--- config.mk ---
export PLATFORM = sky130hd
export DESIGN_NAME = spectrum_color_mapper_flat
export DESIGN_NICKNAME = d
export VERILOG_FILES = /design/src/rtl/spectrum_color_mapper_if.sv /design/src/rtl/spectrum_color_mapper.sv /design/src/flat_wrapper.sv
export SDC_FILE = /design/constraint.sdc
export NUM_CORES = 1
export LEC_CHECK = 0
export CORE_AREA = 2 2 88 90
export CTS_CLUSTER_DIAMETER = 50
export DETAILED_ROUTE_END_ITERATION = 8
export DIE_AREA = 0 0 90 92
export PLACE_DENSITY = 0.78
export SLEW_MARGIN = 20
export SYNTH_ARGS = -nofsm -noshare
export SYNTH_HDL_FRONTEND = slang
export SYNTH_SLANG_ARGS = --single-unit
--- constraint.sdc ---
create_clock -name clk -period 2.66 [get_ports clk]
set_input_delay 0.266 -clock clk [delete_from_list [all_inputs] [get_ports clk]]
set_output_delay 0.266 -clock clk [all_outputs]
set_load 0.02 [all_outputs]
--- src/rtl/spectrum_color_mapper_if.sv ---
`default_nettype none
// +------------------------------------------------------------------+
// | spectrum_color_mapper_if                                         |
// | Magnitude stream, palette ROM bus and RGB565 pixel stream.       |
// | Revision: 1.0                                                    |
// +------------------------------------------------------------------+
interface spectrum_color_mapper_if #(
  parameter int MAG_W = 16
);
  logic [MAG_W-1:0] mag_data;
  logic             mag_valid;
  logic             mag_last;
  logic             mag_ready;
  logic [9:0]       lut_addr;
  logic [7:0]       lut_r_data;
  logic [7:0]       lut_g_data;
  logic [7:0]       lut_b_data;
  logic [15:0]      pix_data;
  logic             pix_valid;
  logic             pix_last;
  logic             pix_ready;

  modport master (
    output mag_data, mag_valid, mag_last,
    input  mag_ready,
    input  lut_addr,
    output lut_r_data, lut_g_data, lut_b_data,
    input  pix_data, pix_valid, pix_last,
    output pix_ready
  );

  modport slave (
    input  mag_data, mag_valid, mag_last,
    output mag_ready,
    output lut_addr,
    input  lut_r_data, lut_g_data, lut_b_data,
    output pix_data, pix_valid, pix_last,
    input  pix_ready
  );
endinterface
`default_nettype wire

--- src/rtl/spectrum_color_mapper.sv ---
`default_nettype none
// +------------------------------------------------------------------+
// | spectrum_color_mapper                                            |
// | Magnitude -> palette index -> RGB565 pixel with credit-based     |
// | skid FIFO. Optional SPECTRUM_CMAP_SAT_CNT_EN adds sat_cnt/clr.   |
// | Revision: 1.0                                                    |
// +------------------------------------------------------------------+
module spectrum_color_mapper #(
  parameter int MAG_W      = 16,
  parameter int SHIFT      = 6,
  parameter int LUT_LAT    = 1,
  parameter int FIFO_DEPTH = 4
) (
  input  wire logic               clk,
  input  wire logic               rst,
  spectrum_color_mapper_if.slave  bus
`ifdef SPECTRUM_CMAP_SAT_CNT_EN
  ,
  input  wire logic               sat_clr,
  output logic [15:0]             sat_cnt
`endif
);

  localparam int c_ptr_w = $clog2(FIFO_DEPTH);
  localparam int c_cnt_w = $clog2(FIFO_DEPTH + 1);
  localparam int c_inf_w = $clog2(LUT_LAT + 2);
  localparam int c_sum_w = ((c_cnt_w > c_inf_w) ? c_cnt_w : c_inf_w) + 1;

  logic [MAG_W-1:0]   w_shifted;
  logic               w_sat;
  logic [9:0]         w_idx;
  logic               w_accept;
  logic               w_push;
  logic               w_pop;
  logic [c_sum_w-1:0] w_credit;
  logic               w_unused;

  logic [9:0]         r_addr;
  logic               r_a_valid;
  logic               r_a_last;
  logic [LUT_LAT-1:0] r_dl_valid;
  logic [LUT_LAT-1:0] r_dl_last;
  logic [c_inf_w-1:0] r_inflight;
  logic [c_cnt_w-1:0] r_fifo_cnt;
  logic [c_ptr_w-1:0] r_wr_ptr;
  logic [c_ptr_w-1:0] r_rd_ptr;
  logic [16:0]        r_mem [FIFO_DEPTH];

  assign w_shifted = bus.mag_data >> SHIFT;

  generate
    if (MAG_W > 10) begin : g_sat_wide
      assign w_sat = |w_shifted[MAG_W-1:10];
    end else begin : g_sat_narrow
      assign w_sat = 1'b0;
    end
  endgenerate

  assign w_idx    = w_sat ? 10'h3FF : w_shifted[9:0];
  // Credits cover every sample between acceptance and FIFO exit, so the
  // non-stallable ROM path can never overrun the FIFO.
  assign w_credit = c_sum_w'(r_inflight) + c_sum_w'(r_fifo_cnt);
  assign bus.mag_ready = !rst && (w_credit < c_sum_w'(FIFO_DEPTH));
  assign w_accept = bus.mag_valid && bus.mag_ready;
  assign w_push   = r_dl_valid[LUT_LAT-1];
  assign w_pop    = bus.pix_valid && bus.pix_ready;
  assign w_unused = ^{bus.lut_r_data[2:0], bus.lut_g_data[1:0], bus.lut_b_data[2:0]};

  assign bus.lut_addr  = r_addr;
  assign bus.pix_valid = (r_fifo_cnt != '0);
  assign bus.pix_data  = bus.pix_valid ? r_mem[r_rd_ptr][15:0] : 16'h0000;
  assign bus.pix_last  = bus.pix_valid ? r_mem[r_rd_ptr][16] : 1'b0;

  always_ff @(posedge clk or posedge rst) begin
    if (rst) begin
      r_addr     <= '0;
      r_a_valid  <= 1'b0;
      r_a_last   <= 1'b0;
      r_dl_valid <= '0;
      r_dl_last  <= '0;
    end else begin
      r_a_valid <= w_accept;
      if (w_accept) begin
        r_addr   <= w_idx;
        r_a_last <= bus.mag_last;
      end
      r_dl_valid[0] <= r_a_valid;
      r_dl_last[0]  <= r_a_last;
      for (int i = 1; i < LUT_LAT; i++) begin
        r_dl_valid[i] <= r_dl_valid[i-1];
        r_dl_last[i]  <= r_dl_last[i-1];
      end
    end
  end

  always_ff @(posedge clk or posedge rst) begin
    if (rst) begin
      r_inflight <= '0;
    end else begin
      case ({w_accept, w_push})
        2'b10:   r_inflight <= r_inflight + c_inf_w'(1);
        2'b01:   r_inflight <= r_inflight - c_inf_w'(1);
        default: r_inflight <= r_inflight;
      endcase
    end
  end

  always_ff @(posedge clk or posedge rst) begin
    if (rst) begin
      r_fifo_cnt <= '0;
      r_wr_ptr   <= '0;
      r_rd_ptr   <= '0;
    end else begin
      case ({w_push, w_pop})
        2'b10:   r_fifo_cnt <= r_fifo_cnt + c_cnt_w'(1);
        2'b01:   r_fifo_cnt <= r_fifo_cnt - c_cnt_w'(1);
        default: r_fifo_cnt <= r_fifo_cnt;
      endcase
      if (w_push) begin
        r_wr_ptr <= (r_wr_ptr == c_ptr_w'(FIFO_DEPTH - 1)) ? '0 : r_wr_ptr + c_ptr_w'(1);
      end
      if (w_pop) begin
        r_rd_ptr <= (r_rd_ptr == c_ptr_w'(FIFO_DEPTH - 1)) ? '0 : r_rd_ptr + c_ptr_w'(1);
      end
    end
  end

  always_ff @(posedge clk) begin
    if (w_push) begin
      r_mem[r_wr_ptr] <= {r_dl_last[LUT_LAT-1], bus.lut_r_data[7:3],
                          bus.lut_g_data[7:2], bus.lut_b_data[7:3]};
    end
  end

`ifdef SPECTRUM_CMAP_SAT_CNT_EN
  always_ff @(posedge clk or posedge rst) begin
    if (rst) begin
      sat_cnt <= '0;
    end else if (sat_clr) begin
      sat_cnt <= '0;
    end else if (w_accept && w_sat && (sat_cnt != 16'hFFFF)) begin
      sat_cnt <= sat_cnt + 16'd1;
    end
  end
`endif

  a_no_overflow: assert property (@(posedge clk) disable iff (rst)
    !(w_push && !w_pop && (r_fifo_cnt == c_cnt_w'(FIFO_DEPTH))));

endmodule
`default_nettype wire
--- src/flat_wrapper.sv ---
// flat-port wrapper written by rule: the top's interface ports become plain ports
module spectrum_color_mapper_flat 
#(
  parameter int MAG_W      = 16,
  parameter int SHIFT      = 6,
  parameter int LUT_LAT    = 1,
  parameter int FIFO_DEPTH = 4
)
  (clk, rst, bus_mag_data, bus_mag_valid, bus_mag_last, bus_mag_ready, bus_lut_addr, bus_lut_r_data, bus_lut_g_data, bus_lut_b_data, bus_pix_data, bus_pix_valid, bus_pix_last, bus_pix_ready);
  spectrum_color_mapper_if #(.MAG_W(MAG_W)) bus_i ();
  input  wire logic clk;
  input  wire logic rst;
  input wire logic [$bits(bus_i.mag_data)-1:0] bus_mag_data;
  input wire logic [$bits(bus_i.mag_valid)-1:0] bus_mag_valid;
  input wire logic [$bits(bus_i.mag_last)-1:0] bus_mag_last;
  output wire logic [$bits(bus_i.mag_ready)-1:0] bus_mag_ready;
  output wire logic [$bits(bus_i.lut_addr)-1:0] bus_lut_addr;
  input wire logic [$bits(bus_i.lut_r_data)-1:0] bus_lut_r_data;
  input wire logic [$bits(bus_i.lut_g_data)-1:0] bus_lut_g_data;
  input wire logic [$bits(bus_i.lut_b_data)-1:0] bus_lut_b_data;
  output wire logic [$bits(bus_i.pix_data)-1:0] bus_pix_data;
  output wire logic [$bits(bus_i.pix_valid)-1:0] bus_pix_valid;
  output wire logic [$bits(bus_i.pix_last)-1:0] bus_pix_last;
  input wire logic [$bits(bus_i.pix_ready)-1:0] bus_pix_ready;
  assign bus_i.mag_data = bus_mag_data;
  assign bus_i.mag_valid = bus_mag_valid;
  assign bus_i.mag_last = bus_mag_last;
  assign bus_mag_ready = bus_i.mag_ready;
  assign bus_lut_addr = bus_i.lut_addr;
  assign bus_i.lut_r_data = bus_lut_r_data;
  assign bus_i.lut_g_data = bus_lut_g_data;
  assign bus_i.lut_b_data = bus_lut_b_data;
  assign bus_pix_data = bus_i.pix_data;
  assign bus_pix_valid = bus_i.pix_valid;
  assign bus_pix_last = bus_i.pix_last;
  assign bus_i.pix_ready = bus_pix_ready;
  spectrum_color_mapper #(.MAG_W(MAG_W), .SHIFT(SHIFT), .LUT_LAT(LUT_LAT), .FIFO_DEPTH(FIFO_DEPTH)) u_core (.clk(clk), .rst(rst), .bus(bus_i));
endmodule
==> impl_metrics.toml <==
[critical_path]
endpoint_kind = "output port"
ff2ff_setup_slack_ns = 0.53
crit_required_ns = 2.39
r2r_start = "u_core.r_fifo_cnt[0]$_DFFE_PP0P_"
crit_arrival_ns = 2.20
crit_type = "reg2out"
reg2reg_to = "u_core.r_fifo_cnt[2]$_DFFE_PP0P_"
cp-start-kind = "flip-flop"
path_max_fanout = 15
r2r_cells = 8

[cells_and_area]
finalNetCount = 311
area_delta_synth_final_pct = 26.7
layout-drive-gt1-share_pct = 21.0
fin_cells = 364
final_cell_area_mm2 = 0.00459
num_antenna_cells = 0
fillers = 565

[timing]
rsz0062_at_grt = "false"
drv_slew = 0
max_freq_mhz = 406
hold_viol = 0
setup_viol = 0
fin_skew_ns = 0.00567
worst_slew_pin_slew_ns = 0.868
whs_ns = 0.355
relSlewSlack_pct = 42.0
period_share_pct = 92.6
layout_min_cycle_time_ns = 2.46
tns_ns = 0

[synthesis]
avgSynthCellArea_um2 = 19.5
synthCells = 186
synth_area_leaders = "edfxtp_1, dfrtp_1, mux4_2"
synthDistinctLibCells = 22
synth_top_area_share_pct = 56.4
synth_seq_cells = 91
synth-seq-area-share_pct = 72.2
synth_warnings = 0
syn_area_mm2 = 0.00362
synth_top_area_cell = "edfxtp_1"
syn_nets = 240

[die]
chipHeight_um = 92
rows = 32
die-area_mm2 = 0.00828
coreArea_mm2 = 0.00745
start_util_pct = 48.7
design.portCount = 74
die_w_um = 90

[min_path]
min-delay-start = "u_core.r_a_valid$_DFF_PP0_"
min_path_cells = 0
hp-class = "reg2reg"
min_to = "u_core.r_dl_valid$_DFF_PP0_"

[placement]
dp.cells = 348
dp_hpwl_mm = 3.82
numPortBuffers = 59
gp_congestion = 0.674
place_area_mm2 = 0.00435

[route]
routed_via_density = 5.04
ant_nets = 0
drc = 0
avgRoutedWirePerCell_um = 16.1
routed_wl_mm = 5.87
drt_iter0_markers = 71
num_vias = 1835
first_pass_iters = 6

[clock_tree]
htreeDepth = 3
clk_latency_ns = 0.34
cts.sinks = 91
clk_root_buffer_cell = "clkbuf_8"
cts_tree = "done"
cts_inserted_buffers = 9
ctsResizeCount = 0
cts_setup_buffers = 0
postCtsHoldBufs = 0
path_clk_slew_ns = 0.08
clk_path_buf_depth = 2

[global_route]
grt-ovfl-total = 0
antenna_found_initial = 0
gr-usage-all-layers_pct = 15.5
grt_pass1_wl_mm = 9.65
grt_pass1_vias = 1986
grt_max_degree = 24

[pwr]
p_per_area_mw_per_mm2 = 1080
ir_worst_vdd_mv = 0.678
p_leak_uw = 0.00165

[job]
cap_violations = 0

[run_status]
status = "finished clean"
[Yosys cell counts]
| cell type | number |
|---|---|
| and2_4 | 1 |
| mux2_4 | 2 |
| ha_1 | 8 |
| nand3_1 | 1 |
| fa_1 | 1 |
| nor2_1 | 3 |
| dfrtp_1 | 23 |
| buf_2 | 3 |
| mux2i_1 | 1 |
| inv_1 | 8 |
| edfxtp_1 | 68 |
| xnor2_1 | 3 |
| xor2_1 | 3 |
| nor4b_1 | 2 |
| and2_1 | 21 |
| nand2_1 | 2 |
| mux2_2 | 11 |
| o21ai_0 | 2 |
| or3_1 | 2 |
| mux4_2 | 17 |
| buf_4 | 2 |
| buf_6 | 2 |
[flip-flops by register name (all words and copies together), names as in the netlist]
register	count
u_core.r_a_valid	1
u_core.r_fifo_cnt	3
u_core.bus.lut_addr	10
u_core.r_wr_ptr	2
u_core.r_inflight	2
u_core.r_dl_valid	1
u_core.r_a_last	1
u_core.r_mem	68
u_core.r_rd_ptr	2
u_core.r_dl_last	1
[per-layer routing]
layer	share of wire [%]	global-route usage, %
met5	0	0
met4	1.8	7.31
met3	4.1	3.45
met2	51	25.9
met1	43	19.3
[final cells by class]
| cell class | count | area, um^2 | share of cell area, % |
|---|---|---|---|
| Sequential cell | 91 | 2620 | 57.1 |
| Multi-Input combinational cell | 80 | 923 | 20.1 |
| Timing Repair Buffer | 67 | 651 | 14.2 |
| Tap cell | 102 | 128 | 2.78 |
| Clock buffer | 9 | 124 | 2.70 |
| Clock inverter | 7 | 115 | 2.51 |
| Inverter | 8 | 30.0 | 0.654 |
[through the flow]
| step | setup WS [ns] | total power (uW) | utilization, % |
|---|---|---|---|
| finish | 0.198 | 4970 | 61.6 |
| global route | 0.0798 | 5260 | 61.6 |
| CTS | 0.0124 | 5040 | 61.6 |
| detailed placement | 0.404 | 3960 | 58.4 |
| global placement | 0.401 | 3900 | 58.4 |
| floorplan | 0.689 | 3190 | - |
[kinds of logic after synthesis]
| kind of cell | synth area share (%) |
|---|---|
| compound gates | 0.276 |
| mux | 15.1 |
| fa+ha+maj | 3.32 |
| simple gates | 5.35 |
| buf+inv | 2.28 |
| xor+xnor | 1.45 |
| flops | 72.2 |
[placed cells by master (no fill, tap or decap), drive strengths merged]
cell / Yosys / routed
clkdlybuf4s50: 0 / 59
and2: 22 / 22
ha: 8 / 8
mux2i: 1 / 1
nor2: 3 / 3
edfxtp: 68 / 68
clkbuf: 0 / 9
xor2: 3 / 3
or3: 2 / 2
bufinv: 0 / 3
mux2: 13 / 13
clkinv: 0 / 2
o21ai: 2 / 2
fa: 1 / 1
xnor2: 3 / 3
inv: 8 / 9
mux4: 17 / 17
buf: 7 / 8
dfrtp: 23 / 23
nand3: 1 / 1
clkinvlp: 0 / 1
nand2: 2 / 2
nor4b: 2 / 2
[worst max-delay path by stage]
stage                                          start                          endpoint  slack [ns]  cells after the start
finish              u_core.r_fifo_cnt[0]$_DFFE_PP0P_                   bus_pix_data[2]        0.20                      4
global route          u_core.r_rd_ptr[0]$_DFFE_PP0N_                  bus_pix_data[14]        0.08                      4
CTS                   u_core.r_rd_ptr[1]$_DFFE_PP0N_                   bus_pix_data[2]        0.01                      3
detailed placement    u_core.r_rd_ptr[1]$_DFFE_PP0N_                   bus_pix_data[2]        0.40                      3
global placement      u_core.r_rd_ptr[1]$_DFFE_PP0N_                   bus_pix_data[2]        0.40                      3
floorplan           u_core.r_fifo_cnt[0]$_DFFE_PP0P_  u_core.r_fifo_cnt[2]$_DFFE_PP0P_        0.69                      9
[worst max-delay path, stage by stage (launching register included)]
cell,delay [ns]
dfrtp_1,0.43
or3_1,0.50
buf_4,0.24
and2_1,0.16
clkdlybuf4s50_1,0.53
[where the power goes]
group / switching [uW] / leakage, uW / internal (uW)
logic: 855 / 0.000640 / 1070
registers: 184 / 0.000890 / 1780
clock network: 456 / 0.000117 / 622
total: 1500 / 0.00165 / 3470
(Power assumes the default switching activity.)
==> RTL change 1 (same settings) <==
`LUT_LAT` is set to 1 in 2 places; all go to 2.
--- a/src/rtl/spectrum_color_mapper.sv
+++ b/src/rtl/spectrum_color_mapper.sv
@@ -9,5 +9,5 @@
   parameter int MAG_W      = 16,
   parameter int SHIFT      = 6,
-  parameter int LUT_LAT    = 1,
+  parameter int LUT_LAT    = 2,
   parameter int FIFO_DEPTH = 4
 ) (
--- a/src/flat_wrapper.sv
+++ b/src/flat_wrapper.sv
@@ -4,5 +4,5 @@
   parameter int MAG_W      = 16,
   parameter int SHIFT      = 6,
-  parameter int LUT_LAT    = 1,
+  parameter int LUT_LAT    = 2,
   parameter int FIFO_DEPTH = 4
 )
Formal check against the unedited RTL: not equivalent (Yosys sat finds a counterexample within 4 cycles, from zero or initial values and one cycle with rst high).
==> RTL change 1 against the unedited design <==
Critical path type unchanged; cell area fell by 0.27%; wire length fell by 0.90%; setup slack got worse by 0.011 ns; sequential cell count rose by 2; hold slack got worse by 0.0038 ns; synthesized area rose by 1.4%; first-iteration DRC count rose by 13%; power fell by 4.5%.
==> RTL change 1: results (changes against the unedited design) <==
| Metric | Value |
|---|---|
| Status | `finished clean` |
| Crit path capture | `bus_pix_data[11]` |
| Synth top area cells | `edfxtp_1 56%, dfrtp_1 17%, mux4_2 10%` |
| Mux share of post-synthesis cell area | `14.9% (-0.21 points)` |
| Via count | `1838 (+0.16%)` |
| Critical Path Fanout Max | `12 (-3)` |
| Fill count | `567 (+0.35%)` |
| Peak VDD IR | `0.000524 V (-23%)` |
| Max reg flops | `68 (unchanged)` |
| Primary FF master, synth | `edfxtp_1` |
| Compound-gate portion of the synthesized area | `0.272% (-0.0038 points)` |
| Mapped Nets | `242 (+0.83%)` |
| Post-synthesis xor/xnor area fraction | `1.43% (-0.020 points)` |
| Worst hold slack | `0.351 ns (-0.00383 ns)` |
| Total wire length | `5820 µm (-0.90%)` |
| Largest net degree at the start of global routing | `20 (-17%)` |
| Met2 Routed Length | `3070 µm (+3.2%)` |
| Clock Skews | `0.00999 ns (+0.00432 ns)` |
| Share of layout cells above drive strength 1 | `20.8% (-0.16 points)` |
| Register area share after synthesis | `72.6% (+0.38 points)` |
| Yosys top cell area share | `55.6% (-0.77 points)` |
| Sw Pwr | `1.52 mW (+1.4%)` |
| Initial drt markers | `80 (+13%)` |
| Post-CTS sizing | `1 (+1)` |
| Gr usage total | `15.1% (-0.33 points)` |
| FF-to-FF setup slack | `0.68 ns (+0.15 ns)` |
| Global-route wire length before repair | `9430 µm (-2.4%)` |
| Area occupied by multi-input gates | `923 µm² (unchanged)` |
| Max_slew headroom | `59.3% (+17 points)` |
| Met3 usage | `4.03% (+0.58 points)` |
| Number of global-route vias before repair | `1960 (-1.3%)` |
| Critical path origin | `u_core.r_rd_ptr[0]$_DFFE_PP0N_` |
| Met1 usage in global routing | `17.5% (-1.8 points)` |
| Metal3 WL | `356 µm (+50%)` |
| Layout Nets | `313 (+0.64%)` |
| GP Congestion | `0.651 (-3.4%)` |
| Worst Hold Class | `input port to asynchronous set/reset pin` |
| Leak Pwr | `1.63 nW (-0.76%)` |
| Synth top cells by count | `68 x edfxtp_1, 25 x dfrtp_1, 21 x and2_1` |
| WL met1 | `2320 µm (-9.0%)` |
| M2 GR Usage | `26.5% (+0.56 points)` |
RTL change 1: changes by cell type in the layout (fill, tap and decap cells not counted):
cell,before,now
bufinv_16,3,0
clkbuf_1,0,1
clkinv_1,1,0
clkinv_2,1,0
clkinv_4,0,2
clkinvlp_4,1,3
dfrtp_1,22,24
RTL change 1: stage by stage:
step | instances | cell area [µm²] | power [mW] | worst slack [ns]
floorplan | 188 | 3670 | 3.23 | 0.689
global placement | 350 | 4400 | 3.94 | 0.396
detailed placement | 350 | 4400 | 3.98 | 0.366
CTS | 366 | 4580 | 4.83 | 0.133
global route | 366 | 4580 | 5.02 | 0.0303
finish | 366 | 4580 | 4.75 | 0.187
RTL change 1: layout make-up:
cell class                 instances  share of cell area [%]
clock buffer                      10                    2.79
multi-input combinational         80                    20.2
clock inverter                     6                    1.07
sequential                        93                    58.3
inverter                           8                   0.656
tap                              102                    2.79
timing repair buffer              67                    14.2
==> RTL change 2 (same flow settings) <==
Made on the original files. `SHIFT` is set to 6 in 2 places; all go to 4.
--- a/src/rtl/spectrum_color_mapper.sv
+++ b/src/rtl/spectrum_color_mapper.sv
@@ -8,5 +8,5 @@
 module spectrum_color_mapper #(
   parameter int MAG_W      = 16,
-  parameter int SHIFT      = 6,
+  parameter int SHIFT      = 4,
   parameter int LUT_LAT    = 1,
   parameter int FIFO_DEPTH = 4
--- a/src/flat_wrapper.sv
+++ b/src/flat_wrapper.sv
@@ -3,5 +3,5 @@
 #(
   parameter int MAG_W      = 16,
-  parameter int SHIFT      = 6,
+  parameter int SHIFT      = 4,
   parameter int LUT_LAT    = 1,
   parameter int FIFO_DEPTH = 4
Check against the original RTL: not equivalent (Yosys sat finds a counterexample within 4 cycles, from zero or initial values and one cycle with rst high).
==> RTL change 2 against the unedited design <==
Wire length is 5.6% higher; synthesized cell count grew 13%; cell area increased by 1.6%; global-route usage grew 0.53 points; non-clock buffer count is 4 higher; synthesized area increased by 1.4%; sequential cell count did not move; power up 0.15%; setup slack lost 0.066 ns.
==> RTL change 2: results (changes against the unedited design) <==
| Metric | Value |
|---|---|
| Port Buf Inserts | `61 (+3.4%)` |
| CTS H-Tree Depth | `3 (unchanged)` |
| Dpl cells | `372 (+6.9%)` |
| Utilization after layout | `62.6% (+1.0 points)` |
| Fill count | `545 (-3.5%)` |
| RR Startpoint | `u_core.r_fifo_cnt[0]$_DFFE_PP0P_` |
| Drt pass-1 iters | `4 (-2)` |
| Share of layout cells above drive strength 1 | `17.5% (-3.5 points)` |
| Layout Nets | `335 (+7.7%)` |
| Gr usage total | `16.0% (+0.53 points)` |
| GP Congestion | `0.677 (+0.55%)` |
| CP arrival | `2.26 ns (+0.06 ns)` |
| Met2 Routed Length | `2980 µm (+0.17%)` |
| Total wire length | `6200 µm (+5.6%)` |
| Global-route wire length before repair | `10100 µm (+4.7%)` |
| Fin cells | `388 (+6.6%)` |
| Biggest register | `u_core.r_mem` |
| WL met1 | `2800 µm (+10%)` |
| DP Worst Slack | `0.369 ns (-0.0353 ns)` |
| Synth top area cells | `edfxtp_1 56%, dfrtp_1 16%, mux4_2 10%` |
| Status | `finished clean` |
| Initial drt markers | `136 (+92%)` |
| CTS max path bufs | `2 (unchanged)` |
| Number of global-route vias before repair | `2095 (+5.5%)` |
| Post-Syn Area per Cell | `17.5 µm² (-10%)` |
| Clk Latency, worst-skew pair | `0.36 ns (+0.02 ns)` |
| Final period util | `95.0% (+2.5 points)` |
| Power density over the cells | `1070 nW/µm² (-1.5%)` |
| Clock Skews | `0.0122 ns (+0.00658 ns)` |
| Via density | `5.06 (+0.36%)` |
| Max_slew headroom | `40.2% (-1.9 points)` |
| Synth top cells by count | `68 x edfxtp_1, 23 x dfrtp_1, 21 x and2_1` |
| Mapped Nets | `264 (+10%)` |
| Hold path start | `u_core.r_a_valid$_DFF_PP0_` |
| Critical Path Fanout Max | `7 (-8)` |
| FF-to-FF setup slack | `0.59 ns (+0.06 ns)` |
| DP HPWL | `4120 µm (+7.8%)` |
| Switching part of the total | `31.9% (+1.8 points)` |
| Metal3 WL | `320 µm (+34%)` |
| Dpl cell area | `4430 µm² (+2.0%)` |
| Register area share after synthesis | `71.2% (-1.0 points)` |
| Met3 usage | `4.60% (+1.2 points)` |
| M2 GR Usage | `26.4% (+0.50 points)` |
| Worst hold slack | `0.347 ns (-0.00807 ns)` |
| Netlist cell types | `26 (+18%)` |
| Met1 usage in global routing | `20.2% (+0.95 points)` |
| Peak VDD IR | `0.000573 V (-16%)` |
| Leak Pwr | `1.65 nW (about the same)` |
==> RTL change 2: cell count changes after synthesis <==
cell      unedited run  this run
a21oi_1              0        20
mux2_2              11         1
nor3_1               0        10
buf_1                0         2
buf_2                3         5
buf_4                2         1
clkbuf_1             0         1
==> RTL change 2: cells by family (layout without fill, tap and decap cells) <==
kind of cell	count (synthesis)	in the layout	synth area share, %
mux	21	21	11.8
simple gates	42	42	6.64
fa+ha+maj	9	9	3.27
compound gates	22	22	3.00
xor+xnor	6	6	1.43
flops	91	91	71.2
buf+inv	19	95	2.62
==> RTL change 2: worst max path at each step <==
stage | startpoint | endpoint | cells past startpoint
5_1_grt | u_core.r_rd_ptr[0]$_DFFE_PP0N_ | bus_pix_last | 4
3_3_place_gp | u_core.r_fifo_cnt[0]$_DFFE_PP0P_ | u_core.r_fifo_cnt[2]$_DFFE_PP0P_ | 8
6_report | u_core.r_rd_ptr[0]$_DFFE_PP0N_ | bus_pix_data[1] | 4
2_1_floorplan | u_core.r_fifo_cnt[0]$_DFFE_PP0P_ | u_core.r_fifo_cnt[2]$_DFFE_PP0P_ | 9
3_5_place_dp | u_core.r_fifo_cnt[0]$_DFFE_PP0P_ | u_core.r_fifo_cnt[2]$_DFFE_PP0P_ | 8
4_1_cts | u_core.r_fifo_cnt[0]$_DFFE_PP0P_ | bus_pix_data[2] | 4
==> RTL change 2: cell type report <==
cell class	instances	share of cell area [%]
flip-flops and latches	91	56.2
multi-input cells	100	20.7
repair buffers	71	15.0
well taps	102	2.74
clock buffers	9	2.66
clock inverters	7	2.12
inverters	8	0.644
==> RTL change 2: timing repair <==
item                                    CTS  global route
resized for setup                         2             1
gates cloned                              0             0
endpoints found under the setup margin    2             4
hold buffers                              0             0
